**src/rtl/cnn_layer_sequencer.sv**
```systemverilog
// Layer scheduler for the gesture CNN accelerator: issues one-cycle start pulses to
// each enabled layer engine in order, waits for its done, and faults on a watchdog timeout.
module cnn_layer_sequencer #(
  parameter int NUM_LAYERS     = 4,
  parameter int TIMEOUT_CYCLES = 65535,
  parameter int CNT_WIDTH      = 32,
  localparam int LW            = (NUM_LAYERS > 1) ? $clog2(NUM_LAYERS) : 1
) (
  input  logic                  clk,
  input  logic                  rst,
  input  logic                  start,
  input  logic                  abort,
  input  logic [NUM_LAYERS-1:0] layer_mask,
  input  logic [NUM_LAYERS-1:0] layer_done,
  output logic [NUM_LAYERS-1:0] layer_start,
  output logic                  busy,
  output logic                  done,
  output logic                  error,
  output logic [LW-1:0]         err_layer,
  output logic [LW-1:0]         cur_layer,
  output logic [CNT_WIDTH-1:0]  total_cycles
);

  localparam int      WD_W = (TIMEOUT_CYCLES > 1) ? $clog2(TIMEOUT_CYCLES) : 1;
  localparam [LW-1:0] LAST = LW'(NUM_LAYERS - 1);

  typedef enum logic [2:0] {IDLE, ISSUE, RUN, FINISH, FAULT} state_t;

  state_t                state, state_d;
  logic [LW-1:0]         cur_d;
  logic [NUM_LAYERS-1:0] mask_q, mask_d, ls_d;
  logic [WD_W-1:0]       wd;
  logic                  wd_expired, start_acc, cur_done;

  assign start_acc  = (state == IDLE) && start;
  assign cur_done   = layer_done[cur_layer];
  // A timeout of zero disables the watchdog entirely.
  assign wd_expired = (TIMEOUT_CYCLES != 0) && (wd == WD_W'(TIMEOUT_CYCLES - 1));

  assign busy  = (state != IDLE);
  assign done  = (state == FINISH);
  assign error = (state == FAULT);

  always_comb begin
    state_d = state;
    cur_d   = cur_layer;
    mask_d  = mask_q;
    ls_d    = '0;
    unique case (state)
      IDLE: if (start) begin
        state_d = ISSUE;
        cur_d   = '0;
        mask_d  = layer_mask;
      end
      ISSUE: begin
        if (mask_q[cur_layer])       state_d = RUN;
        else if (cur_layer == LAST)  state_d = FINISH;
        else                         cur_d   = cur_layer + LW'(1);
      end
      RUN: begin
        if (cur_done) begin
          if (cur_layer == LAST) state_d = FINISH;
          else begin
            state_d = ISSUE;
            cur_d   = cur_layer + LW'(1);
          end
        end else if (wd_expired) begin
          state_d = FAULT;
        end
      end
      FINISH:  state_d = IDLE;
      FAULT:   state_d = FAULT;
      default: state_d = IDLE;
    endcase
    if (abort && state != IDLE) state_d = IDLE;
    // Start pulse is registered: computed for the ISSUE cycle we are about to enter.
    if (state_d == ISSUE && mask_d[cur_d]) ls_d[cur_d] = 1'b1;
  end

  always_ff @(posedge clk or posedge rst) begin
    if (rst) begin
      state        <= IDLE;
      cur_layer    <= '0;
      mask_q       <= '0;
      layer_start  <= '0;
      wd           <= '0;
      err_layer    <= '0;
      total_cycles <= '0;
    end else begin
      state       <= state_d;
      cur_layer   <= cur_d;
      mask_q      <= mask_d;
      layer_start <= ls_d;

      if (state == ISSUE)                wd <= '0;
      else if (state == RUN && !cur_done) wd <= wd + WD_W'(1);

      if (start_acc)                               err_layer <= '0;
      else if (state == RUN && state_d == FAULT)   err_layer <= cur_layer;

      if (start_acc)
        total_cycles <= '0;
      else if (state != IDLE && total_cycles != '1)
        total_cycles <= total_cycles + CNT_WIDTH'(1);
    end
  end

endmodule

```
**config.mk**
```make
export PLATFORM = sky130hd
export DESIGN_NAME = cnn_layer_sequencer
export DESIGN_NICKNAME = d
export VERILOG_FILES = /design/src/rtl/cnn_layer_sequencer.sv
export SDC_FILE = /design/constraint.sdc
export NUM_CORES = 1
export LEC_CHECK = 0
export CAP_MARGIN = 25
export CELL_PAD_IN_SITES_DETAIL_PLACEMENT = 0
export CELL_PAD_IN_SITES_GLOBAL_PLACEMENT = 1
export CORE_ASPECT_RATIO = 2
export CORE_MARGIN = 10
export CORE_UTILIZATION = 37
export CTS_BUF_LIST = sky130_fd_sc_hd__clkbuf_16
export DETAILED_ROUTE_END_ITERATION = 8
export PLACE_DENSITY_LB_ADDON = 0.1
export SYNTH_ARGS = -nofsm -noshare
export SYNTH_HDL_FRONTEND = slang
export SYNTH_SLANG_ARGS = --single-unit
```
**constraint.sdc**
```tcl
create_clock -name clk -period 2 [get_ports clk]
set_input_delay 0.4 -clock clk [delete_from_list [all_inputs] [get_ports clk]]
set_output_delay 0.4 -clock clk [all_outputs]
set_load 0.05 [all_outputs]
```
==> reports/summary.txt, run 1 <==
Status: finished, final reports clean
Layout cells sized above 1: 37.34%
Final Hold Viols: 0
Place WS: -0.4226 ns
Worst EP required: 2.21 ns
Crit path capture type: flop
Area share of the largest cell type after synthesis: 46.61%
GR Layer Usage met2: 27.51%
DR vias: 3,131
Gate power share: 42.8%
Die W: 87.61 um
Most common cell after layout, fill and taps aside: buf_4
Routed len/inst: 17.40 um
Number of distinct library cells after synthesis: 51
Clock power frac: 26.9%
CP arrival: 2.17 ns
Clock buffer count from CTS: 9
PwrDens: 1036 nW/um^2
Vias/cell: 5.436
Worst reg-to-reg setup slack: 0.04 ns
Slew headroom: 65.82%
Worst-Skew Late Latency: 0.33 ns
RSZ-0062 raised after global routing: true
Top post-synthesis cells by area: dfrtp_1 47%, nand2_1 5.2%, mux2i_1 3.8%, nand3_1 3.0%, o21ai_0 2.7%
Ports: 55
H-tree depth: 3
Max-cap violation count: 0
Min-delay worst type: in2async
Max VDD drop: 589.7 uV
Post-route ant nets: 0
Area growth, synth to finish: 44.99%
CTS tree: done
Worst Path Max Fanout: 4
Tcrit/Tclk final: 97.97%
Filler instances: 849
GR Util met3: 3.190%
GPL Wtd Cong: 0.8753
CTS Hold Buffers Added: 0
First-pass GRT wire length: 16.23 mm
Diodes inserted: 0
NetSw: 1.943 mW
Fin crit period: 1.959 ns
Die Height: 155.2 um
Post-synth top area cell: dfrtp_1
Mapped Nets: 363
R2R depth: 6
Initial antenna violation count: 0
Total Wirelength: 10.02 mm
Setup Crit Path Kind: reg2reg
Top FF cell, synth: dfrtp_1
Startpoint type of the worst setup path: flop
Core region area: 8951 sq um
Slew Viols, Final: 0
Vias in the first global route: 3,320
Largest net degree at the start of global routing: 64
Total global-route track usage: 15.11%
NumNets Final: 484
Worst reg2reg startpoint: total_cycles[5]$_DFFE_PP0P_
Sequential fraction of the synthesis area: 46.61%
Pre-Repair DR Iteration Count: 4
Asr flop ratio synth: 100.0%
Final Skew: 0.004419 ns
Final HPWL DP: 7.636 mm
Global route total overflow: 0
Worst setup margin: 0.04063 ns
FP Rows: 49
DRC viols: 0
Syn avg cell area: 9.718 sq um
YS warnings: 0
Worst-margin pin slew: 0.5111 ns
Post-Syn Area: 3382 sq um
CTS Sinks: 63
Final Setup Violations: 0
Leak: 2.240 nW
Clock tree root buffer cell: clkbuf_16
Met1 global-route usage: 14.75%
Most frequent cells in the layout: 102 x buf_4, 46 x nand2_1, 39 x dfrtp_1, 24 x dfrtp_2, 20 x nor2_1
Clk pin slew, worst setup/hold paths: 0.05 ns
Int Pwr: 3.135 mW
Placed inst area: 4508 sq um
Design area: 4903 sq um
FF+latch count, synth: 63
CTS Buffer Depth: 2
Die area: 13,600 sq um
Post-layout util: 54.78%
Starting density of the core: 37.78%
Most Crowded Layer GR: met2
DR iter-0 viols: 130
Fmax: 0.5104 GHz
Synth Instances: 348
Number of flops mapped to enable cells by yosys: 0
Port Buffers: 54
Sequential Power Share: 30.3%
Net Sw Frac: 38.26%
RR Endpoint: total_cycles[21]$_DFFE_PP0P_
## logic make-up (layout without fill, tap and decap cells)
family,Yosys count,in the layout,synth area share (%)
simple gates,154,154,25.45
xor+xnor,14,14,3.625
flops,63,63,46.61
mux,16,16,5.512
compound gates,68,68,13.73
fa+ha+maj,4,4,1.406
buf+inv,29,155,3.663
## layout make-up
type                            instances  area (sq um)  area share [%]
Inverter                               15         61.31           1.250
Sequential cell                        63          1607           32.76
Tap cell                              102         127.6           2.603
Clock inverter                          7         32.53          0.6634
Timing Repair Buffer                  124          1037           21.15
Multi-Input combinational cell        256          1813           36.97
Clock buffer                            9         225.2           4.593
## layer usage
layer | up-vias | wire length (um) | part of all wire [%]
li1 | 1524 | - | -
met1 | 1532 | 3582 | 36
met2 | 50 | 5778 | 58
met3 | 25 | 313 | 3.1
met4 | 0 | 350 | 3.5
met5 | - | 0 | 0
## Yosys cell counts, drive strengths merged, types with 4 or more instances
cell type,n
xor2,10
and3,5
o211ai,10
nor4,5
o31ai,6
buf,7
mux2i,13
and4,8
o311ai,6
o21ai,20
nand4,13
nor2,22
xnor2,4
and2,6
dfrtp,63
a21oi,12
nand2,47
nor3,4
inv,14
nand3,20
or3,10
clkbuf,7
## state kept, by name (all words and copies together), names as in the netlist
signal and cells:
cur_layer 2, err_layer 2, layer_start 4, mask_q 4, state 3, total_cycles 32, wd 16
## power by group through the flow
stage,Sequential (mW),Clock (mW),Combinational (mW)
finish,1.54,1.36,2.17
global route,1.56,1.47,2.35
CTS,1.54,1.40,2.06
detailed placement,1.56,0,2.04
global placement,1.56,0,2.02
floorplan,1.79,0,0.902
## repair_timing
action,4_1_cts,5_1_grt
pin swaps,1,10
setup endpoints to repair,4,30
resized for setup,3,28
setup buffers,1,2
## metrics by stage
step	total power, mW	setup TNS, ns	hold slack, ns	instances
after CTS	5.005	-0.01516	0.4816	574
after global routing	5.388	-0.2436	0.4919	576
after floorplan	2.697	-2.611	0.4486	348
after global placement	3.584	-8.217	0.4660	558
after detailed placement	3.602	-8.110	0.4816	558
final	5.078	0	0.4662	576
## worst max-delay path: stages (launching register included)
cell	delay, ns
dfrtp_2	0.37
nand4_1	0.16
or4_4	0.57
o311ai_4	0.42
buf_4	0.18
or3_1	0.09
a21oi_1	0.06
## how the worst max path moves through the flow
stage                              endpoint                         from  slack, ns
6_report       total_cycles[21]$_DFFE_PP0P_  total_cycles[5]$_DFFE_PP0P_       0.04
3_5_place_dp             state[0]$_DFF_PP0_                layer_done[3]      -0.42
5_1_grt        total_cycles[15]$_DFFE_PP0P_  total_cycles[5]$_DFFE_PP0P_      -0.05
3_3_place_gp       layer_start[2]$_DFF_PP0_                layer_done[3]      -0.42
4_1_cts                               error           state[0]$_DFF_PP0_      -0.02
2_1_floorplan        cur_layer[0]$_DFF_PP0_                          rst      -0.11
(Power assumes the default switching activity.)
==> inputs of run 2 (changes only) <==
CAP_MARGIN = 20   (was 25)
clock period = 1.8 ns   (was 2 ns; I/O delays follow)
==> reports/summary.txt, run 2 (synthesis gave the netlist of run 1 again) <==
Status: finished with violations
Failing checks: setup timing
DR vias: 3,367 (+7.5%)
NumNets Final: 532 (+9.9%)
Largest registers: total_cycles (32), wd (16)
Fin crit period: 1.951 ns (-0.008209 ns)
Final Hold Viols: 0 (unchanged)
Die area: 13,600 sq um (unchanged)
Slew headroom: 73.55% (+7.7 points)
Final std cells w/o fill: 624 (+8.3%)
Worst Setup EP: wd[12]$_DFFE_PP0P_
GPL Wtd Cong: 0.8127 (-7.2%)
Final Skew: 0.008866 ns (+0.004447 ns)
Total global-route track usage: 16.53% (+1.4 points)
Pre-Repair DR Iteration Count: 5 (+1)
Startpoint type of the worst setup path: flop
Max-cap violation count: 0 (unchanged)
Port Buffers: 54 (unchanged)
Worst reg-to-reg setup slack: -0.15 ns (-0.19 ns)
Final Setup Violations: 47 (+47)
Gate power share: 48.3% (+5.5 points)
DR iter-0 viols: 87 (-33%)
H-tree depth: 3 (unchanged)
Leak: 2.561 nW (+14%)
Starting density of the core: 37.78% (unchanged)
Clock power frac: 26.8% (about the same)
Min-delay worst type: in2async
Post-route ant nets: 0 (unchanged)
Setup Crit Path Kind: reg2reg
Tcrit/Tclk final: 108.4% (+10 points)
Max reg flops: 32 (unchanged)
Worst-margin pin slew: 0.3858 ns (-0.1253 ns)
Worst reg2reg startpoint: cur_layer[0]$_DFF_PP0_
Worst EP required: 2.02 ns (-0.19 ns)
Worst-Skew Late Latency: 0.33 ns (about the same)
Fmax: 0.5125 GHz (+0.42%)
Net Sw Frac: 36.89% (-1.4 points)
DRC viols: 0 (unchanged)
Final HPWL DP: 7.666 mm (+0.40%)
NetSw: 2.544 mW (+31%)
Global route total overflow: 0 (unchanged)
RR Endpoint: wd[12]$_DFFE_PP0P_
Crit. Startpoint: cur_layer[0]$_DFF_PP0_
Max VDD drop: 737.8 uV (+25%)
Ports: 55 (unchanged)
Clk pin slew, worst setup/hold paths: 0.06 ns (about the same)
CTS Sinks: 63 (unchanged)
Initial antenna violation count: 0 (unchanged)
First-pass GRT wire length: 17.93 mm (+10%)
Core region area: 8951 sq um (unchanged)
Largest register by flop count: total_cycles
Worst setup margin: -0.1512 ns (-0.1918 ns)
R2R depth: 7 (+1)
CTS tree: done
Die W: 87.61 um (unchanged)
CP arrival: 2.17 ns (about the same)
RSZ-0062 raised after global routing: true
Largest net degree at the start of global routing: 64 (unchanged)
Total Wirelength: 11.07 mm (+10%)
Int Pwr: 4.351 mW (+39%)
Most common cell after layout, fill and taps aside: buf_4
CTS Hold Buffers Added: 0 (unchanged)
Layout cells sized above 1: 52.49% (+15 points)
Critical path's slowest cell: mux4_2
Dpl cells: 579 (+3.8%)
Sequential Power Share: 24.9% (-5.4 points)
Clock tree root buffer cell: clkbuf_16
CTS Buffer Depth: 2 (unchanged)
Clock buffer count from CTS: 9 (unchanged)
Worst Path Max Fanout: 6 (+2)
Critical path cell sequence: mux4_2 > buf_6 > nor4b_4 > buf_4 > nand3_2 > xnor2_1 > and2_1
Setup_tns: -3.295 ns (-3.295 ns)
Diodes inserted: 0 (unchanged)
Area growth, synth to finish: 68.11%
PwrDens: 1213 nW/um^2 (+17%)
CP max stage delay: 0.59 ns (+0.02 ns)
Most frequent cells in the layout: 128 x buf_4, 42 x nand2_1, 34 x dfrtp_1, 29 x dfrtp_2, 22 x buf_6
FP Rows: 49 (unchanged)
Vias/cell: 5.396 (-0.73%)
Die Height: 155.2 um (unchanged)
Slew Viols, Final: 0 (unchanged)
Crit path capture type: flop
Routed len/inst: 17.73 um (+1.9%)
Vias in the first global route: 3,638 (+9.6%)
run 2: changes by cell type in the layout (fill, tap and decap cells not counted), moves of 5 or more:
| cell | previous run | this run |
|---|---|---|
| buf_4 | 102 | 128 |
| o21ai_0 | 16 | 6 |
| dfrtp_1 | 39 | 34 |
| buf_6 | 1 | 22 |
| clkdlybuf4s50_1 | 13 | 7 |
| dfrtp_2 | 24 | 29 |
| o21ai_2 | 1 | 7 |
run 2: power groups by stage:
stage	Sequential, mW	Clock (mW)	Combinational (mW)
floorplan	2.00	0	1.14
global placement	1.72	0	2.41
detailed placement	1.73	0	2.43
CTS	1.71	1.89	3.04
global route	1.74	1.95	3.57
finish	1.72	1.85	3.33
run 2: cell type report:
cell class / count / area, sq um
inverter: 15 / 70.07
fill: 746 / 3266
clock buffer: 9 / 225.2
tap: 102 / 127.6
sequential: 63 / 1613
multi-input combinational: 256 / 2031
timing repair buffer: 172 / 1531
clock inverter: 7 / 87.58
run 2: stage by stage:
stage / power [mW] / instance area [sq um] / setup WS [ns] / util [%] / hold slack, ns
2_1_floorplan: 3.134 / 3541 / -0.2439 / - / 0.4385
3_3_place_gp: 4.137 / 4748 / -0.4446 / 53.05 / 0.4577
3_5_place_dp: 4.155 / 4748 / -0.4943 / 53.05 / 0.4847
4_1_cts: 6.635 / 5388 / -0.1738 / 60.19 / 0.4702
5_1_grt: 7.252 / 5685 / -0.2351 / 63.52 / 0.4746
6_report: 6.895 / 5685 / -0.1512 / 63.52 / 0.4485
run 2: repair_timing:
action / 4_1_cts / 5_1_grt
buffers inserted: 16 / 15
endpoints found under the setup margin: 51 / 63
pin swaps: 23 / 25
cloned: 2 / 1
gates resized for setup: 49 / 61
run 2: worst min path at each step:
stage / depth (start not counted) / startpoint / slack (ns) / endpoint
after CTS: 3 / rst / 0.47 / layer_start[3]$_DFF_PP0_
after global placement: 1 / wd[7]$_DFFE_PP0P_ / 0.46 / wd[7]$_DFFE_PP0P_
final: 3 / rst / 0.45 / layer_start[3]$_DFF_PP0_
after global routing: 3 / rst / 0.47 / layer_start[3]$_DFF_PP0_
after detailed placement: 1 / wd[7]$_DFFE_PP0P_ / 0.48 / wd[7]$_DFFE_PP0P_
after floorplan: 1 / wd[7]$_DFFE_PP0P_ / 0.44 / wd[7]$_DFFE_PP0P_
run 2: layer usage:
metal | track usage [%] | wire [um]
met1 | 16.45 | 3883
met2 | 31.30 | 6588
met3 | 3.190 | 356
met4 | 6.870 | 235
met5 | 0 | 0
run 2: worst max-delay path, delay by kind of cell (launching register included):
kind / cells / cell delay [ns]
XOR/XNOR: 1 / 0.12
AND/OR/NAND/NOR: 3 / 0.41
flip-flops: 1 / 0.38
buffers and inverters: 2 / 0.34
multiplexers: 1 / 0.59
